$ cat src/rtl/vector_compare_err_counter_if.sv
`default_nettype none
// ============================================================================
// Module      : vector_compare_err_counter_if
// Description : Beat bus carrying one PARALLELISM-wide slice of the reference
//               codeword and the matching slice from the decoder under test.
//               master : beat source (drives the beat)
//               slave  : error counter (consumes the beat)
//               in_valid   - beat present this cycle
//               in_first   - beat is beat 0 of a new word
//               in_vec_ref - expected bits, lane i = word bit (beat*P + i)
//               in_vec_dut - decoder output bits, same lane mapping
// Revision    : 1.0 - initial release
// ============================================================================
interface vector_compare_err_counter_if #(
    parameter int PARALLELISM = 1
);
    localparam int P = (PARALLELISM < 1) ? 1 : PARALLELISM;

    logic         in_valid;
    logic         in_first;
    logic [P-1:0] in_vec_ref;
    logic [P-1:0] in_vec_dut;

    modport master (output in_valid, in_first, in_vec_ref, in_vec_dut);
    modport slave  (input  in_valid, in_first, in_vec_ref, in_vec_dut);
endinterface
`default_nettype wire

$ cat src/rtl/vector_compare_err_counter.sv
`default_nettype none
// ============================================================================
// Module      : vector_compare_err_counter
// Description : Bit-error checker for the BCH decoder verification path.
//               XORs each reference beat against the decoder beat, masks the
//               unused lanes of a word's final beat, accumulates a per-word
//               error count and publishes word and running-total statistics.
// Ports       : clk                - rising-edge clock
//               in_Arst            - asynchronous active-high reset
//               in_clr             - synchronous clear, highest priority
//               beat_if            - beat bus (slave side)
//               out_word_done      - pulse, word-level outputs updated
//               out_word_bit_err   - bit errors of last completed word
//               out_word_err       - last completed word had errors
//               out_word_cnt       - completed words (saturating)
//               out_total_word_err - completed words with errors (saturating)
//               out_total_bit_err  - sum of bit errors (saturating)
//               out_proto_err      - pulse on a framing violation
//               out_busy           - a word is in progress
// Revision    : 1.0 - initial release
// ============================================================================
module vector_compare_err_counter #(
    parameter int PARALLELISM = 1,
    parameter int WORD_LEN    = 1023,
    parameter int TOTAL_W     = 32,
    localparam int P          = (PARALLELISM < 1) ? 1 : PARALLELISM,
    localparam int BEATS      = (WORD_LEN + P - 1) / P,
    localparam int LAST_VALID = ((WORD_LEN % P) == 0) ? P : (WORD_LEN % P),
    localparam int CNT_W      = $clog2(WORD_LEN + 1),
    localparam int BEAT_W     = $clog2(BEATS + 1)
) (
    input  wire logic                 clk,
    input  wire logic                 in_Arst,
    input  wire logic                 in_clr,
    vector_compare_err_counter_if.slave beat_if,
    output logic                      out_word_done,
    output logic [CNT_W-1:0]          out_word_bit_err,
    output logic                      out_word_err,
    output logic [TOTAL_W-1:0]        out_word_cnt,
    output logic [TOTAL_W-1:0]        out_total_word_err,
    output logic [TOTAL_W-1:0]        out_total_bit_err,
    output logic                      out_proto_err,
    output logic                      out_busy
);

    localparam int SUM_W = ((TOTAL_W > CNT_W) ? TOTAL_W : CNT_W) + 1;
    localparam logic [TOTAL_W-1:0] TOT_MAX   = '1;
    localparam logic [BEAT_W-1:0]  LAST_BEAT = BEAT_W'(BEATS - 1);

    // Lanes beyond the end of the codeword on the final beat carry padding.
    function automatic logic [P-1:0] f_last_mask();
        logic [P-1:0] m;
        for (int i = 0; i < P; i++) begin
            m[i] = (i < LAST_VALID);
        end
        return m;
    endfunction

    localparam logic [P-1:0] LAST_MASK = f_last_mask();

    function automatic logic [TOTAL_W-1:0] f_sat_add(
        input logic [TOTAL_W-1:0] a,
        input logic [CNT_W-1:0]   b
    );
        logic [SUM_W-1:0] s;
        s = SUM_W'(a) + SUM_W'(b);
        if (s > SUM_W'(TOT_MAX)) begin
            return TOT_MAX;
        end
        return s[TOTAL_W-1:0];
    endfunction

    typedef enum logic [0:0] {
        S_IDLE   = 1'b0,
        S_ACTIVE = 1'b1
    } state_t;

    state_t               state_q, state_d;
    logic [BEAT_W-1:0]    beat_q, beat_d;
    logic [CNT_W-1:0]     acc_q, acc_d;
    logic                 word_done_q, word_done_d;
    logic [CNT_W-1:0]     word_bit_err_q, word_bit_err_d;
    logic                 word_err_q, word_err_d;
    logic [TOTAL_W-1:0]   word_cnt_q, word_cnt_d;
    logic [TOTAL_W-1:0]   total_word_err_q, total_word_err_d;
    logic [TOTAL_W-1:0]   total_bit_err_q, total_bit_err_d;
    logic                 proto_err_q, proto_err_d;

    logic                 w_is_last;
    logic [P-1:0]         w_diff;
    logic [CNT_W-1:0]     w_beat_err;
    logic                 w_complete;
    logic [CNT_W-1:0]     w_final_sum;

    // An in_first beat is always beat 0 regardless of where the counter is.
    assign w_is_last = beat_if.in_first ? (BEATS == 1) : (beat_q == LAST_BEAT);

    always_comb begin
        w_diff     = beat_if.in_vec_ref ^ beat_if.in_vec_dut;
        if (w_is_last) begin
            w_diff = w_diff & LAST_MASK;
        end
        w_beat_err = '0;
        for (int i = 0; i < P; i++) begin
            w_beat_err = w_beat_err + CNT_W'(w_diff[i]);
        end
    end

    always_comb begin
        state_d          = state_q;
        beat_d           = beat_q;
        acc_d            = acc_q;
        word_done_d      = 1'b0;
        word_bit_err_d   = word_bit_err_q;
        word_err_d       = word_err_q;
        word_cnt_d       = word_cnt_q;
        total_word_err_d = total_word_err_q;
        total_bit_err_d  = total_bit_err_q;
        proto_err_d      = 1'b0;
        w_complete       = 1'b0;
        w_final_sum      = '0;

        if (in_clr) begin
            state_d          = S_IDLE;
            beat_d           = '0;
            acc_d            = '0;
            word_bit_err_d   = '0;
            word_err_d       = 1'b0;
            word_cnt_d       = '0;
            total_word_err_d = '0;
            total_bit_err_d  = '0;
        end else if (beat_if.in_valid) begin
            if (beat_if.in_first) begin
                // A restart while a word is open drops the partial word.
                if (state_q == S_ACTIVE) begin
                    proto_err_d = 1'b1;
                end
                if (BEATS == 1) begin
                    w_complete  = 1'b1;
                    w_final_sum = w_beat_err;
                    state_d     = S_IDLE;
                    beat_d      = '0;
                    acc_d       = '0;
                end else begin
                    acc_d   = w_beat_err;
                    beat_d  = BEAT_W'(1);
                    state_d = S_ACTIVE;
                end
            end else if (state_q == S_IDLE) begin
                proto_err_d = 1'b1;
            end else if (beat_q == LAST_BEAT) begin
                w_complete  = 1'b1;
                w_final_sum = acc_q + w_beat_err;
                state_d     = S_IDLE;
                beat_d      = '0;
                acc_d       = '0;
            end else begin
                acc_d  = acc_q + w_beat_err;
                beat_d = beat_q + BEAT_W'(1);
            end
        end

        if (w_complete) begin
            word_done_d      = 1'b1;
            word_bit_err_d   = w_final_sum;
            word_err_d       = (w_final_sum != '0);
            word_cnt_d       = f_sat_add(word_cnt_q, CNT_W'(1));
            total_word_err_d = f_sat_add(total_word_err_q, CNT_W'(w_final_sum != '0));
            total_bit_err_d  = f_sat_add(total_bit_err_q, w_final_sum);
        end
    end

    always_ff @(posedge clk or posedge in_Arst) begin
        if (in_Arst) begin
            state_q          <= S_IDLE;
            beat_q           <= '0;
            acc_q            <= '0;
            word_done_q      <= 1'b0;
            word_bit_err_q   <= '0;
            word_err_q       <= 1'b0;
            word_cnt_q       <= '0;
            total_word_err_q <= '0;
            total_bit_err_q  <= '0;
            proto_err_q      <= 1'b0;
        end else begin
            state_q          <= state_d;
            beat_q           <= beat_d;
            acc_q            <= acc_d;
            word_done_q      <= word_done_d;
            word_bit_err_q   <= word_bit_err_d;
            word_err_q       <= word_err_d;
            word_cnt_q       <= word_cnt_d;
            total_word_err_q <= total_word_err_d;
            total_bit_err_q  <= total_bit_err_d;
            proto_err_q      <= proto_err_d;
        end
    end

    assign out_word_done      = word_done_q;
    assign out_word_bit_err   = word_bit_err_q;
    assign out_word_err       = word_err_q;
    assign out_word_cnt       = word_cnt_q;
    assign out_total_word_err = total_word_err_q;
    assign out_total_bit_err  = total_bit_err_q;
    assign out_proto_err      = proto_err_q;
    assign out_busy           = (state_q == S_ACTIVE);

endmodule
`default_nettype wire

$ cat src/flat_wrapper.sv
// flat-port wrapper written by rule: the top's interface ports become plain ports
module vector_compare_err_counter_flat 
#(
    parameter int PARALLELISM = 1,
    parameter int WORD_LEN    = 1023,
    parameter int TOTAL_W     = 32,
    localparam int P          = (PARALLELISM < 1) ? 1 : PARALLELISM,
    localparam int BEATS      = (WORD_LEN + P - 1) / P,
    localparam int LAST_VALID = ((WORD_LEN % P) == 0) ? P : (WORD_LEN % P),
    localparam int CNT_W      = $clog2(WORD_LEN + 1),
    localparam int BEAT_W     = $clog2(BEATS + 1)
)
  (clk, in_Arst, in_clr, out_word_done, out_word_bit_err, out_word_err, out_word_cnt, out_total_word_err, out_total_bit_err, out_proto_err, out_busy, beat_if_in_valid, beat_if_in_first, beat_if_in_vec_ref, beat_if_in_vec_dut);
  vector_compare_err_counter_if #(.PARALLELISM(PARALLELISM)) beat_if_i ();
  input  wire logic clk;
  input  wire logic in_Arst;
  input  wire logic in_clr;
  output logic out_word_done;
  output logic [CNT_W-1:0] out_word_bit_err;
  output logic out_word_err;
  output logic [TOTAL_W-1:0] out_word_cnt;
  output logic [TOTAL_W-1:0] out_total_word_err;
  output logic [TOTAL_W-1:0] out_total_bit_err;
  output logic out_proto_err;
  output logic out_busy;
  input wire logic [$bits(beat_if_i.in_valid)-1:0] beat_if_in_valid;
  input wire logic [$bits(beat_if_i.in_first)-1:0] beat_if_in_first;
  input wire logic [$bits(beat_if_i.in_vec_ref)-1:0] beat_if_in_vec_ref;
  input wire logic [$bits(beat_if_i.in_vec_dut)-1:0] beat_if_in_vec_dut;
  assign beat_if_i.in_valid = beat_if_in_valid;
  assign beat_if_i.in_first = beat_if_in_first;
  assign beat_if_i.in_vec_ref = beat_if_in_vec_ref;
  assign beat_if_i.in_vec_dut = beat_if_in_vec_dut;
  vector_compare_err_counter #(.PARALLELISM(PARALLELISM), .WORD_LEN(WORD_LEN), .TOTAL_W(TOTAL_W)) u_core (.clk(clk), .in_Arst(in_Arst), .in_clr(in_clr), .beat_if(beat_if_i), .out_word_done(out_word_done), .out_word_bit_err(out_word_bit_err), .out_word_err(out_word_err), .out_word_cnt(out_word_cnt), .out_total_word_err(out_total_word_err), .out_total_bit_err(out_total_bit_err), .out_proto_err(out_proto_err), .out_busy(out_busy));
endmodule
$ cat config.mk
export PLATFORM = sky130hd
export DESIGN_NAME = vector_compare_err_counter_flat
export DESIGN_NICKNAME = d
export VERILOG_FILES = /design/src/rtl/vector_compare_err_counter_if.sv /design/src/rtl/vector_compare_err_counter.sv /design/src/flat_wrapper.sv
export SDC_FILE = /design/constraint.sdc
export NUM_CORES = 1
export LEC_CHECK = 0
export ABC_AREA = 1
export CAP_MARGIN = 20
export CORE_AREA = 2 2 154 156
export CTS_CLUSTER_DIAMETER = 60
export DETAILED_ROUTE_END_ITERATION = 6
export DIE_AREA = 0 0 156 158
export PLACE_DENSITY = 0.68
export SLEW_MARGIN = 20
export SYNTH_ARGS = -nofsm -noshare
export SYNTH_HDL_FRONTEND = slang
export SYNTH_SLANG_ARGS = --single-unit
$ cat constraint.sdc
create_clock -name clk -period 5.3 [get_ports clk]
set_input_delay 0.53 -clock clk [delete_from_list [all_inputs] [get_ports clk]]
set_output_delay 0.53 -clock clk [all_outputs]
set_load 0.005 [all_outputs]
==> results of run 1 <==
[kinds of logic after synthesis]
| group | after synthesis | share of synthesized area [%] |
|---|---|---|
| AO/OA/AOI/OAI | 122 | 7.586 |
| AND/OR/NAND/NOR | 887 | 41.52 |
| buffers and inverters | 193 | 8.542 |
| adder cells (fa/ha/maj) | 14 | 2.025 |
| XOR/XNOR | 44 | 4.271 |
| flip-flops | 130 | 36.06 |
[final timing paths]
path | to | slack [ps]
worst max-delay path | u_core.out_total_word_err[30] | 1260
worst min-delay path | u_core.out_word_bit_err[6] | 480
worst max register to register | u_core.out_total_word_err[30] | 1360
worst min register to register | u_core.out_word_bit_err[6] | 480
max in group asynchronous | u_core.out_total_word_err[8] | 3590
min in group asynchronous | u_core.out_total_bit_err[17] | 680
[cell usage after synthesis, types with 3 or more instances]
cell type,instances
inv_1,159
o22ai_1,13
xnor2_1,5
a21o_1,4
nor2_4,3
buf_4,4
nor4_1,12
o31ai_1,3
o21bai_1,3
a31oi_1,4
nand3_1,81
dfrtp_1,130
clkbuf_1,20
o21ai_0,64
nand4_1,20
buf_2,4
nor3_1,40
nor2_2,5
ha_1,13
nor2_1,141
nand3_2,7
nand2_2,12
nand2_1,554
nor3b_1,6
xor2_1,39
a21oi_1,22
[cells in the final DEF, fill, tap and decap left out, drive strengths merged, types with 5 or more instances in the layout]
cell type      count
clkdlybuf4s50    116
nor3              40
nand4             21
o22ai             13
nand2            567
xor2              39
xnor2              5
nor4              12
clkbuf            19
buf                5
inv              163
nor3b              6
ha                13
nor2             150
dfrtp            130
o21ai             67
clkinv             5
a21oi             22
nand3             89
[worst max-delay path, delay by kind of cell]
kind | cells | cell delay (ps)
fa+ha+maj | 3 | 660
buf+inv | 2 | 570
xor+xnor | 2 | 610
compound gates | 3 | 490
simple gates | 8 | 1440
[where the power goes]
part           switching, µW  total (µW)  internal, µW
logic                   58.6        75.7          17.1
clock network            468        1170           702
registers               3.10        1000           997
total                    530        2250          1720
[sequential cells by signal, indices dropped and copies added (netlist names), 10 cells and up]
signal and flops:
u_core.out_total_bit_err 32, u_core.out_total_word_err 32, u_core.out_word_cnt 32, u_core.acc_q 10
u_core.beat_q 10, u_core.out_word_bit_err 10
[cell type report]
cell class | instances | area [µm²]
Clock buffer | 19 | 442.9
Tap cell | 290 | 362.8
Clock inverter | 12 | 131.4
Inverter | 162 | 613.1
Timing Repair Buffer | 121 | 1199
Sequential cell | 130 | 3253
Multi-Input combinational cell | 1067 | 5004
Fill cell | 2323 | 12050
[metrics by stage]
stage	hold WS, ps	setup slack (ps)	area (µm²)
after floorplan	465.4	1301	9022
after global placement	461.9	934.1	10430
after detailed placement	462.8	829.9	10430
after CTS	480.5	1285	11010
after global routing	505.5	753.4	11010
final	477.5	1263	11010
[per-layer routing]
| metal | share of wire (%) | wire [µm] | vias up | global-route usage [%] |
|---|---|---|---|---|
| met5 | 0 | 0 | - | 0 |
| met4 | 2.3 | 609 | 0 | 7.296 |
| met3 | 5.1 | 1342 | 44 | 3.340 |
| met2 | 49 | 12830 | 254 | 38.07 |
| met1 | 44 | 11620 | 4312 | 28.43 |
| li1 | - | - | 4604 | - |
==> flow_metrics.tcl, run 1 <==
set metrics [dict create \
    status "finished with violations" \
    violations "DRC" \
    drc 4 \
    cts_setup_buffers 0 \
    synth-seq-cells 130 \
    drive_above_1_share_pct 4.765 \
    synth_flop_cell "dfrtp_1" \
    yosysTopAreaCell "dfrtp_1" \
    rsz0062_at_grt "no" \
    chipWidth_um 156 \
    cts_made_buffers 17 \
    synthesis.nets 1411 \
    setup_viol 0 \
    overflow 0 \
    die_h_um 158 \
    p_leak_uw 0.005218 \
    cts_sinks 130 \
    antenna_found_initial 0 \
    syn_area_um2 9022 \
    fin_util_pct 47.74 \
    synth.distinct_cells 41 \
    gp_congestion 0.9109 \
    synth_top_cells_by_area "dfrtp_1, nand2_1, inv_1" \
    whs_path_depth 2 \
    via_per_inst 5.116 \
    crit_start "beat_if_in_vec_ref" \
    hold_path.class "flop to flop" \
    setup_tns_ps 0 \
    worstPathArrival_ps 4320 \
    crit_chain "clkdlybuf4s50_1, xor2_1, ha_1, ha_1, xor2_1, inv_1, a41oi_1, nor3_1, nand2_1, ha_1, nand3_1, nor3_1, nand3_1, nor3_1, nand3_1, o21ai_0, nor3b_1, o21ai_0" \
    yosysSeqAreaShare_pct 36.06 \
    slowest_stage "clkdlybuf4s50_1" \
    slew_violations 0 \
    insertion_delay_ps 430 \
    worstReg2RegStart "u_core.beat_q[0]" \
    start_util_pct 39.14 \
    syn-instance-count 1390 \
    syn_avg_cell_area_um2 6.491 \
    nets 1520 \
    synth-edff-count 0 \
    cts.path.max_buffers 2 \
    min_from "u_core.out_word_bit_err[6]" \
    finClkSkew_ps 8.531 \
    tightest_slew_ps 969.7 \
    dp_cells 1770 \
    vias 9214 \
    cp_slowest_stage_delay_ps 470 \
    grt_max_degree 96 \
    final_cell_count_no_fill 1801 \
    period_needed_ps 4037 \
    r2r_cells 19 \
    powerDensity_nw_per_um2 204.1 \
    relSlewSlack_pct 35.20 \
    wl_per_cell_um 14.65 \
    grt_pass1_wl_mm 43.51 \
    critPathKind "input pin to flop" \
    num_rows 56 \
    core_area_um2 23050 \
    yosysWarnings 0 \
    syn2layout_area_growth_pct 21.98 \
    ant_nets 0 \
    cp-end-kind "flop" \
    ir_worst_vdd_mv 0.2018 \
    dieArea_um2 24650 \
    finalHoldViolations 0 \
    diodes 0 \
    cts_tree "yes" \
    period_share_pct 76.17 \
    hold_buffers 0 \
    maxCapViolCount 0 \
    wl_mm 26.39 \
    cts-resized-gates 0 \
    power.total_uw 2246 \
    cts.htree.levels 4 \
    clkSlewWorstSetupHoldPaths_ps 60 \
    start_kind "input pin" \
    max_freq_mhz 247.7 \
    cts_root_buffer "clkbuf_16" \
    drt_iter0_markers 592 \
    pin_count 117 \
    crit_fanout 5 \
    ys_async_sr_fraction_pct 100.0 \
    drt-pass1-iter-count 7 \
    required_ps 5580 \
    dp_hpwl_mm 19.25 \
    track_usage_pct 22.07 \
    grt_pass1_vias 8809 \
    synth_top_area_share_pct 36.06 \
    portBuffers 116 \
]
No activity file was read; power rests on OpenSTA's default activity.
==> inputs of run 2 (changes only) <==
- PLACE_DENSITY: 0.68 -> 0.7
- clock period: 5.3 -> 3.6 ns (I/O delays scaled with it)
==> flow_metrics.tcl, run 2 (synthesized netlist as in run 1, its figures left out) <==
set metrics [dict create \
    dp_hpwl_mm 19.92 \
    powerDensity_nw_per_um2 282.8 \
    crit_fanout 7 \
    wl_met3_mm 1.591 \
    worstPathArrival_ps 3710 \
    cts_sinks 130 \
    route.met2.wl_mm 12.98 \
    p_leak_uw 0.005547 \
    status "completed" \
    wl_mm 27.49 \
    post_dp_cell_area_um2 10890 \
    drc 0 \
    wl_per_cell_um 14.70 \
    ant_nets 0 \
    relSlewSlack_pct 40.29 \
    ir_worst_vdd_mv 0.2655 \
    layout_common_cells "nand2_1, inv_1, nor2_1" \
    chipWidth_um 156 \
    nets 1588 \
    p_int_uw 2434 \
    power.total_uw 3304 \
    core_area_um2 23050 \
    rsz0062_at_grt "yes" \
    cts.htree.levels 4 \
    cts.path.max_buffers 2 \
    finalHoldViolations 0 \
    overflow 0 \
    wl_met1_mm 12.30 \
    antenna_found_initial 0 \
    seqPwrFrac_pct 44.6 \
    final_area_um2 11680 \
    cp-end-kind "flop" \
    tightest_slew_ps 895.7 \
    setup_viol 0 \
    start_util_pct 39.14 \
    grt_pass1_wl_mm 44.40 \
    clkSlewWorstSetupHoldPaths_ps 70 \
    num_rows 56 \
    diodes 0 \
    start_kind "flop" \
    dieArea_um2 24650 \
    critPathKind "flop to flop" \
    cts_tree "yes" \
    layout_commonest_cell "nand2_1" \
    grt_pass1_vias 8978 \
    max_freq_mhz 295.1 \
    maxCapViolCount 0 \
    vias 9688 \
    cts_made_buffers 17 \
    setup_tns_ps 0 \
    fill_cells 2285 \
    slew_violations 0 \
    p_comb_share_pct 4.2 \
    switching_share_pct 26.33 \
    top_layer "met4" \
    final_cell_count_no_fill 1870 \
    syn2layout_area_growth_pct 29.47 \
    switchingPower_uw 869.9 \
    period_needed_ps 3389 \
    dp_cells 1828 \
    cts_root_buffer "clkbuf_16" \
    required_ps 3920 \
    insertion_delay_ps 430 \
    die_h_um 158 \
    grt_max_degree 101 \
    via_per_inst 5.181 \
    drive_above_1_share_pct 10.63 \
    drt-pass1-iter-count 6 \
    drt_iter0_markers 698 \
    gp_congestion 0.9953 \
    track_usage_pct 22.45 \
    pin_count 117 \
    period_share_pct 94.13 \
    hold_path.class "input pin to asynchronous set/reset pin" \
    clkPwrFrac_pct 51.2 \
    portBuffers 116 \
    finClkSkew_ps 12.21 \
]
-- run 2: cell types whose count changed in the layout (fill, tap and decap cells not counted), sizes merged --
cell / change
inv: +4
clkbuf: -1
bufinv: -2
buf: +68
-- run 2: final timing paths --
path	start	end	slack [ps]	cells after the start
max	u_core.beat_q[0]	u_core.out_total_word_err[29]	210	20
max in group asynchronous	in_Arst	u_core.out_word_bit_err[8]	2680	3
min in group clk	u_core.out_word_bit_err[6]	u_core.out_word_bit_err[6]	480	2
max reg2reg	u_core.beat_q[0]	u_core.out_total_word_err[29]	210	20
min	in_Arst	u_core.out_word_cnt[29]	170	2
min reg2reg	u_core.out_word_bit_err[6]	u_core.out_word_bit_err[6]	480	2
-- run 2: power by group through the flow --
| stage | clock network, µW | logic [µW] | registers [µW] |
|---|---|---|---|
| detailed placement | 0 | 125 | 1500 |
| finish | 1690 | 138 | 1470 |
| global placement | 0 | 124 | 1500 |
| floorplan | 0 | 71.1 | 1500 |
| global route | 1780 | 156 | 1470 |
| CTS | 1710 | 126 | 1470 |
-- run 2: worst max-delay path: stages (launching register included) --
cell        delay (ps)
dfrtp_1            390
inv_2               90
ha_4               150
nand3_2             90
nor2_4             120
nand4_1            160
nor2_4             190
clkinvlp_4         220
a41oi_2            240
nor3_2              70
nand2_1            100
ha_2               190
nand2_2             80
nor2_4              90
nand4_1            150
nor3_2             250
nand4_1            160
buf_4              170
xor2_1             140
a21oi_1             80
a21o_1             150
-- run 2: per-stage QoR --
| stage | setup WS (ps) | hold WS, ps | util, % |
|---|---|---|---|
| floorplan | 341.9 | 441.6 | - |
| CTS | 64.21 | 153.2 | 49.67 |
| global placement | -224.6 | 463.1 | 47.24 |
| detailed placement | -345.6 | 463.4 | 47.24 |
| finish | 211.3 | 169.4 | 50.67 |
| global route | -134.5 | 172.0 | 50.67 |
-- run 2: layout make-up --
type	instances	area [µm²]	area share, %
Inverter	162	615.6	5.270
Clock buffer	18	439.2	3.760
Clock inverter	14	120.1	1.028
Timing Repair Buffer	189	1738	14.88
Tap cell	290	362.8	3.106
Sequential cell	130	3253	27.85
Multi-Input combinational cell	1067	5152	44.11
-- run 2: per-layer routing --
| layer | vias to the layer above | global-route usage [%] |
|---|---|---|
| met5 | - | 0 |
| met4 | 0 | 8.170 |
| met3 | 44 | 3.175 |
| met2 | 320 | 37.63 |
| met1 | 4561 | 29.66 |
| li1 | 4763 | - |
-- run 2: timing repair --
action	CTS	global route
setup buffers	0	10
hold buffers	0	0
resized for setup	0	37
endpoints found under the setup margin	0	64
==> inputs of run 3 (changes only) <==
- clock period: 3.6 -> 2.7 ns (I/O delays scaled with it)
==> flow_metrics.tcl, run 3 (synthesized netlist as in run 1, its figures left out) <==
set metrics [dict create \
    dieArea_um2 24650 \
    start_kind "flop" \
    cp_num_cells 22 \
    p_int_uw 3449 \
    switching_share_pct 24.33 \
    post_dp_cell_area_um2 11590 \
    nets 1693 \
    wl_per_cell_um 15.53 \
    drt_iter0_markers 704 \
    powerDensity_nw_per_um2 352.4 \
    cts_root_buffer "clkbuf_16" \
    insertion_delay_ps 430 \
    worst-path-buf-inv 2 \
    worstPathArrival_ps 3540 \
    clkSlewWorstSetupHoldPaths_ps 60 \
    via_per_inst 5.105 \
    cp_slowest_stage_delay_ps 400 \
    slowest_stage "dfrtp_1" \
    p_comb_share_pct 4.8 \
    period_needed_ps 3245 \
    cts_sinks 130 \
    vias 10082 \
    r2r-end "u_core.out_total_word_err[24]" \
    timing.final.ws_setup_ps -544.5 \
    critPathKind "flop to flop" \
    drc 0 \
    rsz0062_at_grt "yes" \
    overflow 0 \
    hold_buffers 0 \
    required_ps 3000 \
    cp-end-kind "flop" \
    layout_commonest_cell "nand2_1" \
    switchingPower_uw 1109 \
    track_usage_pct 24.85 \
    cts.htree.levels 4 \
    antenna_found_initial 0 \
    maxCapViolCount 0 \
    critPathTopFamily "simple AND/OR/NAND/NOR gates" \
    drt-pass1-iter-count 7 \
    setup_tns_ps -26000 \
    finalHoldViolations 0 \
    num_rows 56 \
    drive_above_1_share_pct 19.58 \
    p_leak_uw 0.006191 \
    grt_max_degree 131 \
    start_util_pct 39.14 \
    layout_common_cells "nand2_1, buf_4, inv_1" \
    fill_cells 2116 \
    clkPwrFrac_pct 52.1 \
    cts_made_buffers 17 \
    cts_tree "yes" \
    relSlewSlack_pct 38.04 \
    reg2reg_slack_ps -540 \
    crit_fanout 6 \
    wl_mm 30.68 \
    tightest_slew_ps 929.4 \
    fin_util_pct 56.11 \
    ant_nets 0 \
    seqPwrFrac_pct 43.1 \
    diodes 0 \
    final_area_um2 12930 \
    setup_viol 66 \
    r2r_cells 22 \
    crit_chain "inv_2, ha_4, nand3_4, nor2_4, nand4_1, nor2_4, inv_4, a41oi_4, nor3_2, nand2_2, ha_4, nand3_4, nor2_4, nand4_1, nor2_2, nand4_1, nor2_2, nand3_1, o21ai_1, nand2_1, nand2_1, o21ai_1" \
    gp_congestion 0.9320 \
    die_h_um 158 \
    cts.path.max_buffers 2 \
    ir_worst_vdd_mv 0.3936 \
    period_share_pct 120.2 \
    hold-worst-slack_ps 355.7 \
    worstReg2RegStart "u_core.beat_q[0]" \
    grt_pass1_vias 9731 \
    dp_hpwl_mm 20.70 \
    finClkSkew_ps 11.79 \
    pin_count 117 \
    chipWidth_um 156 \
    slew_violations 0 \
    max_freq_mhz 308.2 \
    violations "setup timing" \
    dp_slack_ps -1087 \
    syn2layout_area_growth_pct 43.36 \
    grt_pass1_wl_mm 48.93 \
    hold_path.class "input pin to asynchronous set/reset pin" \
    status "finished with violations" \
    core_area_um2 23050 \
    portBuffers 116 \
]
-- run 3: cell count changes in the layout (fill, tap and decap cells not counted), moves of 8 or more --
cell,delta
buf_4,+94
o21ai_1,+16
nand2_1,-15
nor2_1,-15
o21ai_0,-15
nand2_2,+13
nand3_1,-12
nor2_2,+11
nand3_2,+8
-- run 3: timing repair --
| action | CTS | global route |
|---|---|---|
| cloned | 3 | 2 |
| resized for setup | 52 | 43 |
| setup buffers | 33 | 8 |
| endpoints found under the setup margin | 64 | 97 |
| pin swaps | 36 | 21 |
-- run 3: cell type report --
class / count / area [µm²] / share of cell area [%]
Multi-Input combinational cell: 1067 / 5466 / 42.26
Sequential cell: 130 / 3258 / 25.19
Timing Repair Buffer: 294 / 2646 / 20.46
Inverter: 162 / 614.3 / 4.749
Clock buffer: 20 / 456.7 / 3.531
Tap cell: 290 / 362.8 / 2.805
Clock inverter: 12 / 130.1 / 1.006
-- run 3: stage by stage --
stage | instances | total power, µW
after detailed placement | 1898 | 2201
final | 1975 | 4559
after global routing | 1975 | 4696
after CTS | 1965 | 4569
after global placement | 1898 | 2197
after floorplan | 1390 | 2098
-- run 3: how the worst max path moves through the flow --
stage                       start                            end  slack (ps)
2_1_floorplan    u_core.beat_q[0]  u_core.out_total_word_err[24]        -400
3_3_place_gp   beat_if_in_vec_ref  u_core.out_total_word_err[24]        -970
3_5_place_dp   beat_if_in_vec_ref  u_core.out_total_word_err[24]       -1090
4_1_cts          u_core.beat_q[0]  u_core.out_total_word_err[24]        -360
5_1_grt          u_core.beat_q[0]  u_core.out_total_word_err[24]        -800
6_report         u_core.beat_q[0]  u_core.out_total_word_err[24]        -540
-- run 3: power by group through the flow --
stage	Clock, µW	Combinational [µW]	Sequential, µW
final	2370	218	1970
after global routing	2490	240	1970
after CTS	2390	212	1970
after detailed placement	0	202	2000
after global placement	0	199	2000
after floorplan	0	98.9	2000
-- run 3: routing by layer --
layer	up-vias	track usage, %	wire length (µm)	part of all wire (%)
met5	-	0	0	0
met4	0	9.961	1024	3.3
met3	73	3.805	1671	5.4
met2	319	40.88	14120	46
met1	4706	32.88	13860	45
li1	4984	-	-	-
-- run 3: worst min-delay path: cells and delay by family --
family                 cells  cell delay (ps)
buffers and inverters      3             1000
==> edit 1 (config.mk and constraints of run 2) <==
The output `out_word_done` loses its register stage (`word_done_q` becomes a continuous assignment).
--- a/src/rtl/vector_compare_err_counter.sv
+++ b/src/rtl/vector_compare_err_counter.sv
@@ -175,7 +175,6 @@
             state_q          <= S_IDLE;
             beat_q           <= '0;
             acc_q            <= '0;
-            word_done_q      <= 1'b0;
             word_bit_err_q   <= '0;
             word_err_q       <= 1'b0;
             word_cnt_q       <= '0;
@@ -186,7 +185,6 @@
             state_q          <= state_d;
             beat_q           <= beat_d;
             acc_q            <= acc_d;
-            word_done_q      <= word_done_d;
             word_bit_err_q   <= word_bit_err_d;
             word_err_q       <= word_err_d;
             word_cnt_q       <= word_cnt_d;
@@ -195,6 +193,8 @@
             proto_err_q      <= proto_err_d;
         end
     end
+
+    assign word_done_q = word_done_d;
 
     assign out_word_done      = word_done_q;
     assign out_word_bit_err   = word_bit_err_q;
Check against the original RTL: same outputs for any inputs over 10 cycles, from zero or initial values and one cycle with in_Arst high; that may be too few to reach the edited logic, so the function may still have changed.
==> edit 1 against run 2 <==
  * Final area grew 2.4%
  * Routed wire length shrank 2.0%
  * Area after synthesis shrank 2.1%
  * Power grew 6.2%
  * Sequential cell count shrank 1
  * Worst setup slack lost 66 ps
  * Critical endpoint is now u_core.out_total_word_err[4]$_DFFE_PP0P_
  * Synthesized cell count shrank 3.5%
  * Cell count shrank 1.2%
  * Clock skew shrank 1.5 ps
==> edit 1: results <==
set metrics [dict create \
    run_status "complete, no violations" \
    nClkBuffers 21 \
    place.gp.congestion 0.9669 \
    drive_gt1_share_pct 14.19 \
    post_cts_buffers 17 \
    inv_count 137 \
    powerDensity_nw_per_um2 293.2 \
    power_mw 3.508 \
    vias 9338 \
    tightestPinTransition_ps 954.2 \
    fillers 2201 \
    finClkSkew_ps 10.66 \
    synth-compound-area-share_pct 5.768 \
    regArea_um2 3228 \
    placed_area_um2 10690 \
    yosys_warnings 0 \
    r2r_start "u_core.beat_q[0]$_DFFE_PP0P_" \
    p_sw_uw 787.1 \
    synth_mux_area_share_pct 0 \
    cts_resized 24 \
    wl_um 26940 \
    drt_iter0_drc 654 \
    nonClkBufAreaFrac_pct 17.09 \
    synthesis.nets 1363 \
    synth.top_cells.by_area "dfrtp_1 (37%), nand2_1 (24%), inv_1 (5.6%)" \
    hpwl_um 18780 \
    critical_path.max_stage_delay_ps 570 \
    irDropWorstVdd_v 0.0002154 \
    clkCellAreaFrac_pct 5.396 \
    p_leak_nw 5.652 \
    r2r_cells 23 \
    cp_slowest_cell "or4_4" \
    seq_area_frac_synth_pct 36.56 \
    syn_to_final_growth_pct 35.53 \
    grt_use_total_pct 21.91 \
    synth_xor_area_share_pct 6.250 \
    cts_sinks 129 \
    r2r_setup_slack_ps 170 \
    synth_commonest_cells "nand2_1 (563), inv_1 (131), dfrtp_1 (129)" \
    path_max_fanout 6 \
    grt_max_degree 130 \
    max_freq_ghz 0.2895 \
    multi_input_gates 1044 \
    multi_input_area_um2 5166 \
    fin_nets 1565 \
    root_buffer "clkbuf_16" \
    synth_cell_types 44 \
    grt_pass1_wl_um 43410 \
    stdcell_count 1847 \
    endpoint "u_core.out_total_word_err[4]$_DFFE_PP0P_" \
    dr.pass1.iters 7 \
    clkPwrFrac_pct 54.4 \
    buffers_excl_clock 215 \
    place_ws_ps -704.1 \
    synth.avg_cell_area_um2 6.579 \
    grt_pass1_vias 8832 \
    synth_fa_ha_area_share_pct 2.069 \
]
edit 1: cell types whose count changed after synthesis, moves of 7 or more:
cell,change
o21ai_1,+31
o21ai_0,-30
inv_1,-28
nor2_1,-20
xnor2_1,+11
nand2_1,+9
xor2_1,+8
a21oi_1,-7
nand3_1,-7
edit 1: metrics by stage:
step,hold slack [ps],TNS [ps]
final,428.2,0
after global routing,488.8,-1623
after CTS,473.3,0
after detailed placement,459.1,-25820
after global placement,456.4,-14790
after floorplan,441.6,0
edit 1: metal layers:
| layer | track usage (%) | up-vias | part of all wire [%] |
|---|---|---|---|
| li1 | - | 4646 | - |
| met1 | 29.15 | 4368 | 45 |
| met2 | 36.41 | 285 | 47 |
| met3 | 3.285 | 39 | 5.5 |
| met4 | 7.820 | 0 | 2.0 |
| met5 | 0 | - | 0 |
edit 1: cells by family after synthesis:
kind of cell,Yosys count
XOR/XNOR,63
buffers and inverters,170
AND/OR/NAND/NOR,871
flip-flops,129
adder cells (fa/ha/maj),14
AO/OA/AOI/OAI,95
==> edit 2 (settings of run 2) <==
Made on the original files. `TOTAL_W` is set to 32 in 2 places; all go to 40.
--- a/src/rtl/vector_compare_err_counter.sv
+++ b/src/rtl/vector_compare_err_counter.sv
@@ -22,7 +22,7 @@
 module vector_compare_err_counter #(
     parameter int PARALLELISM = 1,
     parameter int WORD_LEN    = 1023,
-    parameter int TOTAL_W     = 32,
+    parameter int TOTAL_W     = 40,
     localparam int P          = (PARALLELISM < 1) ? 1 : PARALLELISM,
     localparam int BEATS      = (WORD_LEN + P - 1) / P,
     localparam int LAST_VALID = ((WORD_LEN % P) == 0) ? P : (WORD_LEN % P),
--- a/src/flat_wrapper.sv
+++ b/src/flat_wrapper.sv
@@ -3,7 +3,7 @@
 #(
     parameter int PARALLELISM = 1,
     parameter int WORD_LEN    = 1023,
-    parameter int TOTAL_W     = 32,
+    parameter int TOTAL_W     = 40,
     localparam int P          = (PARALLELISM < 1) ? 1 : PARALLELISM,
     localparam int BEATS      = (WORD_LEN + P - 1) / P,
     localparam int LAST_VALID = ((WORD_LEN % P) == 0) ? P : (WORD_LEN % P),
Interface: changed (resized out_total_bit_err, out_total_word_err and out_word_cnt); port bits go from 117 to 141. No check against the original RTL was run, so the function may have changed too.
==> edit 2 against run 2 <==
  * The flow now finishes with violations (negative setup slack)
  * Clock power rose by 22%
  * Power grew 20%
  * Non-clock buffer count grew 97
  * Routed wire length rose by 22%
  * Highest routed layer unchanged
  * Area after synthesis grew 20%
  * Worst setup slack worse by 550 ps
  * Sequential cell count grew 24
  * Largest cell class unchanged
  * Final area up 25%
==> edit 2: results <==
set metrics [dict create \
    drive_gt1_share_pct 14.65 \
    wl_met1_um 15180 \
    seq_area_frac_synth_pct 35.72 \
    synth_xor_area_share_pct 5.590 \
    slew_headroom_pct 46.95 \
    stdcell_count 2228 \
    fin_nets 1951 \
    setup_viol 22 \
    synth_fa_ha_area_share_pct 2.273 \
    met3_usage_pct 3.093 \
    timing.final.ws_setup_ps -334.3 \
    grt_use_met1_pct 36.88 \
    grt_max_degree 121 \
    synth-compound-area-share_pct 6.669 \
    cp_data_arrival_time_ps 4230 \
    violations "negative setup slack" \
    io_buffer_count 140 \
    grt_use_total_pct 27.15 \
    grt_use_met2_pct 46.38 \
    synth_commonest_cells "nand2_1 (637), nor2_1 (192), inv_1 (177)" \
    place.gp.congestion 0.9365 \
    synth.top_cells.by_area "dfrtp_1 (36%), nand2_1 (22%), nor2_1 (6.7%)" \
    fillers 2085 \
    grt_pass1_vias 11045 \
    met3WireLength_um 1649 \
    grt_pass1_wl_um 54100 \
    drt_iter0_drc 781 \
    p_int_mw 3.044 \
    route.met2.wl_um 16310 \
    hpwl_um 24030 \
    timing.setup.tns_ps -4938 \
    p_leak_nw 6.656 \
    run_status "finished with violations" \
]
[edit 2: cell families (layout without fill, tap and decap cells)]
group	count (synthesis)	count (layout)
flip-flops	154	154
buffers and inverters	226	503
AND/OR/NAND/NOR	1064	1064
XOR/XNOR	68	68
AO/OA/AOI/OAI	130	130
adder cells (fa/ha/maj)	19	19
[edit 2: area by class of cell]
cell class                 instances  area (µm²)  share of cell area, %
timing repair buffer             286        2567                  17.64
clock inverter                    13       214.0                  1.470
tap                              290       362.8                  2.493
sequential                       154        3855                  26.49
clock buffer                      19       442.9                  3.043
multi-input combinational       1281        6407                  44.02
inverter                         185       705.7                  4.848
[edit 2: worst paths after layout]
kind	slack, ps	cells after the start	end	from
max in group asynchronous	2570	3	u_core.acc_q[0]$_DFFE_PP0P_	in_Arst
min in group asynchronous	430	3	u_core.out_word_cnt[27]$_DFFE_PP0P_	in_Arst
max reg2reg	-330	27	u_core.out_total_word_err[36]$_DFFE_PP0P_	u_core.acc_q[0]$_DFFE_PP0P_
min	400	4	u_core.acc_q[0]$_DFFE_PP0P_	beat_if_in_vec_ref
min reg2reg	480	2	u_core.out_word_bit_err[2]$_DFFE_PP0P_	u_core.out_word_bit_err[2]$_DFFE_PP0P_
max	-330	27	u_core.out_total_word_err[36]$_DFFE_PP0P_	u_core.acc_q[0]$_DFFE_PP0P_
[edit 2: power by group through the flow]
stage,clock network [mW],logic (mW),registers [mW]
6_report,2.06,0.156,1.74
5_1_grt,2.14,0.175,1.74
4_1_cts,2.07,0.152,1.74
3_5_place_dp,0,0.146,1.77
3_3_place_gp,0,0.145,1.77
2_1_floorplan,0,0.0781,1.77
[edit 2: worst min-delay path: stages]
cell,delay (ps)
clkbuf_2,130
xor2_4,110
nor2_1,100
o31ai_1,90
